**config.mk**
```make
export PLATFORM = sky130hd
export DESIGN_NAME = imm_encoder
export DESIGN_NICKNAME = d
export VERILOG_FILES = /design/src/rtl/imm_encoder.sv
export SDC_FILE = /design/constraint.sdc
export NUM_CORES = 1
export LEC_CHECK = 0
export CAP_MARGIN = 40
export CORE_MARGIN = 2
export CORE_UTILIZATION = 44
export CTS_BUF_LIST = sky130_fd_sc_hd__clkbuf_4
export DETAILED_ROUTE_END_ITERATION = 16
export PLACE_DENSITY = 0.79
export SYNTH_ARGS = -nofsm -noshare
export SYNTH_HDL_FRONTEND = slang
export SYNTH_SLANG_ARGS = --single-unit
```
**constraint.sdc**
```tcl
create_clock -name clk -period 2.4 [get_ports clk]
set_clock_uncertainty 0.2 [all_clocks]
set_input_delay 0.24 -clock clk [delete_from_list [all_inputs] [get_ports clk]]
set_output_delay 0.24 -clock clk [all_outputs]
set_load 0.02 [all_outputs]
```
**src/rtl/imm_encoder.sv**
```systemverilog
// imm_encoder: packs opcode, register fields, funct3 and a 64-bit signed immediate into a
// 32-bit instruction word. It is the inverse of the decode-side immediate generator: each
// immediate bit goes to the position the generator reads it back from. This is a
// single-entry registered valid/ready stage. It also numbers emitted words with sequential
// instruction-memory addresses.
//
// Ports:
//   clk        clock, all state on rising edge
//   reset      asynchronous active-low reset
//   in_valid   request carries valid fields
//   in_ready   stage can accept a request this cycle (!out_valid || out_ready)
//   opcode     instruction[6:0]; opcode[6:5] selects the format (00 I, 01 S, 11 SB, 10 illegal)
//   rd         destination register (I format)
//   rs1        source register 1 (all formats)
//   rs2        source register 2 (S/SB formats)
//   funct3     instruction[14:12]
//   imm        signed immediate; legal range -2048..2047
//   addr_load  load the address counter from addr_base
//   addr_base  new base address
//   out_valid  out_inst/out_addr valid
//   out_ready  consumer accepts the output word
//   out_inst   packed instruction
//   out_addr   address assigned to out_inst
//   err_valid  one-cycle pulse: the last accepted request was rejected
//   err_count  saturating count of rejected requests
module imm_encoder #(
  parameter int unsigned ADDR_W    = 64,
  parameter int unsigned ERR_CNT_W = 8
) (
  input  logic                 clk,
  input  logic                 reset,
  input  logic                 in_valid,
  output logic                 in_ready,
  input  logic [6:0]           opcode,
  input  logic [4:0]           rd,
  input  logic [4:0]           rs1,
  input  logic [4:0]           rs2,
  input  logic [2:0]           funct3,
  input  logic [63:0]          imm,
  input  logic                 addr_load,
  input  logic [ADDR_W-1:0]    addr_base,
  output logic                 out_valid,
  input  logic                 out_ready,
  output logic [31:0]          out_inst,
  output logic [ADDR_W-1:0]    out_addr,
  output logic                 err_valid,
  output logic [ERR_CNT_W-1:0] err_count
);

  typedef enum logic [1:0] {
    FmtI   = 2'b00,
    FmtS   = 2'b01,
    FmtBad = 2'b10,
    FmtSb  = 2'b11
  } fmt_e;

  fmt_e fmt;

  logic                 accept;
  logic                 in_range;
  logic                 legal;
  logic [ADDR_W-1:0]    base_addr;
  logic [31:0]          packed_inst;

  logic                 out_valid_q, out_valid_d;
  logic [31:0]          out_inst_q, out_inst_d;
  logic [ADDR_W-1:0]    out_addr_q, out_addr_d;
  logic [ADDR_W-1:0]    next_addr_q, next_addr_d;
  logic                 err_valid_q, err_valid_d;
  logic [ERR_CNT_W-1:0] err_count_q, err_count_d;

  assign fmt = fmt_e'(opcode[6:5]);

  // Skid-free handshake: the single output register frees up in the same cycle it drains.
  assign in_ready = !out_valid_q || out_ready;
  assign accept   = in_valid && in_ready;

  // imm fits in 12 signed bits iff bits 63..11 are all copies of one value.
  assign in_range = (&imm[63:11]) || !(|imm[63:11]);
  assign legal    = in_range && (fmt != FmtBad);

  // A same-cycle addr_load takes precedence for the accepted word.
  assign base_addr = addr_load ? addr_base : next_addr_q;

  // Field packing. SB immediate is the decoder's raw 12-bit field (already a halfword count),
  // so it is scattered without any shift.
  always_comb begin
    packed_inst        = '0;
    packed_inst[6:0]   = opcode;
    packed_inst[14:12] = funct3;
    packed_inst[19:15] = rs1;
    unique case (fmt)
      FmtI: begin
        packed_inst[31:20] = imm[11:0];
        packed_inst[11:7]  = rd;
      end
      FmtS: begin
        packed_inst[31:25] = imm[11:5];
        packed_inst[24:20] = rs2;
        packed_inst[11:7]  = imm[4:0];
      end
      FmtSb: begin
        packed_inst[31]    = imm[11];
        packed_inst[7]     = imm[10];
        packed_inst[30:25] = imm[9:4];
        packed_inst[11:8]  = imm[3:0];
        packed_inst[24:20] = rs2;
      end
      FmtBad: begin
        // Never emitted; the request is rejected.
      end
    endcase
  end

  always_comb begin
    out_valid_d = out_valid_q;
    out_inst_d  = out_inst_q;
    out_addr_d  = out_addr_q;
    next_addr_d = base_addr;
    err_valid_d = 1'b0;
    err_count_d = err_count_q;

    if (out_valid_q && out_ready) begin
      out_valid_d = 1'b0;
    end

    if (accept) begin
      if (legal) begin
        // A new word reloads the register even while the old one drains.
        out_valid_d = 1'b1;
        out_inst_d  = packed_inst;
        out_addr_d  = base_addr;
        next_addr_d = base_addr + ADDR_W'(4);
      end else begin
        // Rejected: consumed silently apart from the error report; the address does not advance.
        err_valid_d = 1'b1;
        if (err_count_q != {ERR_CNT_W{1'b1}}) begin
          err_count_d = err_count_q + ERR_CNT_W'(1);
        end
      end
    end
  end

  always_ff @(posedge clk or negedge reset) begin
    if (!reset) begin
      out_valid_q <= 1'b0;
      out_inst_q  <= '0;
      out_addr_q  <= '0;
      next_addr_q <= '0;
      err_valid_q <= 1'b0;
      err_count_q <= '0;
    end else begin
      out_valid_q <= out_valid_d;
      out_inst_q  <= out_inst_d;
      out_addr_q  <= out_addr_d;
      next_addr_q <= next_addr_d;
      err_valid_q <= err_valid_d;
      err_count_q <= err_count_d;
    end
  end

  assign out_valid = out_valid_q;
  assign out_inst  = out_inst_q;
  assign out_addr  = out_addr_q;
  assign err_valid = err_valid_q;
  assign err_count = err_count_q;

  // A stalled word must stay put until the consumer takes it.
  stall_hold_a: assert property (@(posedge clk) disable iff (!reset)
    out_valid && !out_ready |=> out_valid && $stable(out_inst) && $stable(out_addr));

endmodule

```
==> flow_summary.yaml, run 1 <==
outcome:
  status: "finished, violations left"
  failed_checks: "negative setup slack"
die:
  die_y_um: 145
  rows: 51
  chipWidth_um: 145
  io_pins: 265
  die_area_um2: 21000
  initial_core_util_pct: 44.9
  coreArea_um2: 19500
setup_path:
  crit_arrival_ns: 2.72
  rr_worst_depth: 8
  worstPathRequired_ns: 2.71
  critPathMaxFanout: 7
  reg2reg_to: "next_addr_q[63]"
  reg2reg_from: "next_addr_q[28]"
  startpoint_type: "register"
  regToRegSetupSlack_ns: -0.008
  critical_path_class: "reg2reg"
  crit_path_end_kind: "register"
sta:
  rsz0062_at_grt: "yes"
  setup_viol: 1
  finalCritPeriodShare_pct: 100
  fin_crit_ns: 2.41
  worst_slew_pin_slew_ns: 0.521
  maxSlewHeadroom_pct: 64.3
  fin_hold_ws_ns: 0.0619
  fmax_mhz: 415
  setup_ws_ns: -0.00833
  slew_violations: 0
  hold_viol: 0
final_layout:
  finalInstanceArea_um2: 13300
  multiInputGateArea_um2: 4480
  area_growth_pct: 52.0
  drive_above_1_share_pct: 20.5
  layout_common_cells: "262 x clkdlybuf4s50_1, 170 x dfrtp_1, 131 x buf_4"
  nets: 1396
  n_fill_cell: 1511
  utilization_pct: 68.3
  layout_commonest_cell: "clkdlybuf4s50_1"
  seqCellArea_um2: 4250
  fin_cells: 1515
clocking:
  cts_tree: "done"
  clock_latency_ns: 0.57
  htree_levels: 4
  cts_buffers: 17
  numClockSinks: 170
  cts_root_buf: "clkbuf_4"
  path_clk_slew_ns: 0.15
  clockBufferDepth: 2
drt:
  via_per_inst: 5.31
  wl_per_cell_um: 17.5
  firstDrtPassIters: 5
  ant_nets: 0
  routed_wl_um: 26600
  route.detailed.drc: 0
  drtIter0Drc: 303
  vias: 8039
synthesis:
  syn_nets: 1007
  synth_cells: 847
  synth.cell_area_um2: 8750
  yosysTopAreaCellShare_pct: 48.6
  synth.area.top_cells: "dfrtp_1 49%, mux2i_1 6.1%, a21oi_1 6.0%, nor2_1 4.7%, xnor2_1 3.8%"
  ys_types: 59
  yosysWarnings: 0
  yosysTopAreaCell: "dfrtp_1"
  synth_area_per_cell_um2: 10.3
  synth_seq_cells: 170
  ys_seq_area_share_pct: 48.6
flow_run:
  maxCapViolCount: 0
place:
  dp.cells: 1465
  globalplace.congestion: 0.869
  pre_cts_slack_ns: -0.695
  dp.final_hpwl_um: 19300
  numPortBuffers: 264
  placed_area_um2: 12500
grt:
  grt_max_degree: 55
  grt_first_pass_wirelength_um: 41900
  antenna_found_initial: 1
  first_global_vias: 8347
  grt_overflow_total: 0
  grt_usage_pct: 24.6
power:
  power_density_nw_per_um2: 472
  p_leak_nw: 5.71
  ir_drop_uv: 355
hold_path:
  hp-class: "in2reg"
  min_from: "funct3[1]"
  min_to: "out_inst[13]"
  hold_depth: 2
==> flip-flops by register name (all words and copies together), names as in the netlist <==
register / flops
next_addr_q: 64
out_addr: 64
out_valid: 1
err_count: 8
err_valid: 1
out_inst: 32
==> synth_stat cells, drive strengths merged <==
master / number
dfrtp: 170
nor2: 109
a21oi: 104
mux2i: 53
buf: 39
xnor2: 38
nand2: 36
nand3: 32
xor2: 32
nand4: 29
nor4: 27
mux2: 23
nor2b: 23
nand3b: 14
nor3: 14
a32oi: 13
a31oi: 11
and3: 10
a22oi: 9
clkbuf: 6
inv: 5
nand4b: 5
a211o: 4
a32o: 4
and2: 4
nor3b: 4
o21ai: 4
and4: 3
a2111oi: 2
a21o: 2
ha: 2
nand2b: 2
o22ai: 2
or2: 2
or3: 2
a211oi: 1
a221oi: 1
a222oi: 1
and2b: 1
and3b: 1
o2111ai: 1
o211a: 1
o211ai: 1
==> worst max-delay path by stage <==
stage,startpoint,end,slack (ns),cells after the start
3_5_place_dp,imm[43],next_addr_q[54],-0.70,9
4_1_cts,next_addr_q[17],next_addr_q[63],0.003,9
3_3_place_gp,imm[43],next_addr_q[63],-0.65,10
2_1_floorplan,imm[11],out_inst[18],0.008,8
6_report,next_addr_q[28],next_addr_q[63],-0.008,8
5_1_grt,next_addr_q[28],next_addr_q[63],-0.13,8
==> report_power, final <==
part | switching [W] | internal (W)
sequential | 0.000150 | 0.00304
combinational | 0.000648 | 0.000739
clock | 0.00107 | 0.000637
==> logic make-up (layout without fill, tap and decap cells) <==
family	after synthesis	count (layout)	share of synthesized area (%)
AOI/OAI and AO/OA	161	162	11.6
xor gates and xnor gates	70	70	7.01
adders and majority gates	2	2	0.286
buffers and inverters	50	451	3.23
DFF	170	170	48.6
muxes	76	76	9.03
other	0	1	0
and+or+nand+nor	318	318	20.2
==> stage by stage <==
stage / total power [W] / TNS, ns
2_1_floorplan: 0.00379 / 0
3_3_place_gp: 0.00454 / -81.53
3_5_place_dp: 0.00458 / -80.56
4_1_cts: 0.00629 / 0
5_1_grt: 0.00658 / -1.18
6_report: 0.00628 / -0.00833
==> repair_timing <==
item,CTS,global route
endpoints found under the hold margin,175,0
pin swaps,2,20
buffers inserted,2,7
resized for setup,5,47
cloned,0,2
endpoints found under the setup margin,16,113
hold buffers,6,0
==> worst max-delay path, cell delays in order (launching register included) <==
cell and delay [ns]:
dfrtp_1 0.44, nand4b_4 0.15, a221oi_4 0.30, nand3_2 0.15, nor4_4 0.35, nand4_4 0.27, nor4_2 0.23, buf_4 0.16
xnor2_2 0.10
==> routing by layer <==
metal,vias to the layer above,wire length (um),global-route usage (%)
met4,0,454,6.78
met3,37,1800,7.48
met2,237,13200,41.9
met5,-,0,0
li1,3858,-,-
met1,3907,11100,30.4
==> cell type report <==
type / instances / area share, %
clock inverter: 14 / 1.09
sequential: 170 / 32.0
tap: 265 / 2.49
clock buffer: 18 / 1.02
timing repair buffer: 414 / 29.5
multi-input combinational: 628 / 33.7
inverter: 5 / 0.141
antenna: 1 / 0.0188
(Power assumes the default switching activity.)
==> run 2: changes to the inputs <==
--- a/config.mk
+++ b/config.mk
@@ -10,6 +10,7 @@
 export CORE_UTILIZATION = 44
 export CTS_BUF_LIST = sky130_fd_sc_hd__clkbuf_4
 export DETAILED_ROUTE_END_ITERATION = 16
+export GPL_TIMING_DRIVEN = 0
 export PLACE_DENSITY = 0.79
 export SYNTH_ARGS = -nofsm -noshare
 export SYNTH_HDL_FRONTEND = slang
==> flow_summary.yaml, run 2 (same netlist as run 1, synthesis figures left out) <==
grt:
  grt_max_degree: 100
  first_global_vias: 8261
  antenna_found_initial: 0
  grt_overflow_total: 0
  grt_first_pass_wirelength_um: 44900
  grt_usage_pct: 27.0
clocking:
  cts_root_buf: "clkbuf_4"
  clock_latency_ns: 0.58
  clockBufferDepth: 2
  cts_buffers: 17
  numClockSinks: 170
  path_clk_slew_ns: 0.15
  cts_tree: "done"
  htree_levels: 4
sta:
  slew_violations: 0
  setup_ws_ns: -0.0833
  rsz0062_at_grt: "yes"
  setup_viol: 19
  maxSlewHeadroom_pct: 55.4
  fmax_mhz: 403
  fin_crit_ns: 2.48
  fin_hold_ws_ns: 0.0482
  hold_viol: 0
  worst_slew_pin_slew_ns: 0.666
  finalCritPeriodShare_pct: 103
setup_path:
  worstPathRequired_ns: 2.70
  crit_path_end_kind: "register"
  critPathMaxFanout: 9
  slowest_stage: "dlygate4sd3_1"
  startpoint_type: "primary input"
  crit_arrival_ns: 2.79
  regToRegSetupSlack_ns: -0.06
  cp_cell_sequence: "buf_6 > dlygate4sd3_1 > nand4b_4 > a221oi_4 > nand3_2 > nor4_4 > nand4_4 > buf_6 > a2111oi_4 > xnor2_1"
  crit_path_max_incr_delay_ns: 0.58
  critical_path_class: "in2reg"
  path_common_cell: "buf_6"
hold_path:
  hp-class: "in2reg"
power:
  ir_drop_uv: 421
  power_density_nw_per_um2: 490
  p_leak_nw: 5.55
die:
  die_area_um2: 21000
  io_pins: 265
  chipWidth_um: 145
  coreArea_um2: 19500
  die_y_um: 145
  rows: 51
  initial_core_util_pct: 44.9
final_layout:
  seqCellArea_um2: 4250
  n_fill_cell: 1514
  drive_above_1_share_pct: 15.4
  nets: 1325
  layout_common_cells: "244 x clkdlybuf4s50_1, 170 x dfrtp_1, 106 x nor2_1"
  diodes: 0
  layout_commonest_cell: "clkdlybuf4s50_1"
  area_growth_pct: 46.4
  multiInputGateArea_um2: 4530
drt:
  vias: 7965
  via_per_inst: 5.52
  ant_nets: 0
  firstDrtPassIters: 9
  drtIter0Drc: 595
  routed_wl_um: 28800
  wl_per_cell_um: 20.0
  route.detailed.drc: 0
place:
  pre_cts_slack_ns: -1.33
  dp.final_hpwl_um: 20600
  numPortBuffers: 262
  globalplace.congestion: 0.894
flow_run:
  maxCapViolCount: 0
outcome:
  status: "finished, violations left"
  failed_checks: "negative setup slack"
## run 2: path summary, 6_finish.rpt
path                                  from              end  cells after the start
setup / recovery                 addr_load  next_addr_q[59]                     10
hold / removal                   addr_load  next_addr_q[25]                      3
hold reg to reg               err_count[5]     err_count[5]                      1
min in group asynchronous            reset  next_addr_q[61]                      3
max in group asynchronous            reset  next_addr_q[22]                      4
setup reg to reg           next_addr_q[26]  next_addr_q[59]                      8
## run 2: cell type report
class / count / area share, %
multi-input cells: 627 / 35.4
flip-flops and latches: 170 / 33.2
repair buffers: 300 / 23.8
well taps: 265 / 2.59
plain buffers: 44 / 2.52
clock inverters: 14 / 1.34
clock buffers: 17 / 0.996
inverters: 5 / 0.147
## run 2: worst max-delay path, delay by kind of cell
kind	cells	cell delay (ns)
buffers and inverters	3	0.91
and+or+nand+nor	4	0.95
xor gates and xnor gates	1	0.15
AOI/OAI and AO/OA	2	0.53
## run 2: what timing repair did
action	in CTS	in global routing
hold buffers	8	0
endpoints found under the setup margin	164	146
endpoints found under the hold margin	178	0
resized for setup	44	61
pin swaps	11	36
setup buffers	17	11
cloned	0	1
## run 2: layer usage
metal	up-vias	part of all wire, %	track usage, %
met5	-	0	0
met4	0	2.2	9.11
met3	56	8.3	7.96
met2	332	49	44.7
met1	3876	41	33.9
li1	3701	-	-
## run 2: metrics by stage
stage          setup TNS [ns]  utilization (%)  cell area, um^2  cells  power (W)
2_1_floorplan               0                -             8750    847    0.00379
3_3_place_gp         -1235.37             60.1            11700   1374    0.00444
3_5_place_dp          -176.46             60.3            11700   1375    0.00446
4_1_cts                     0             63.9            12400   1430    0.00629
5_1_grt                 -7.80             65.8            12800   1442    0.00656
6_report               -0.491             65.8            12800   1442    0.00628
## run 2: where the power goes
part	internal [W]	leakage, nW	switching, W	total (W)
clock network	0.000726	0.157	0.00107	0.00180
logic	0.000645	3.17	0.000656	0.00130
registers	0.00304	2.22	0.000146	0.00318
total	0.00441	5.55	0.00188	0.00628
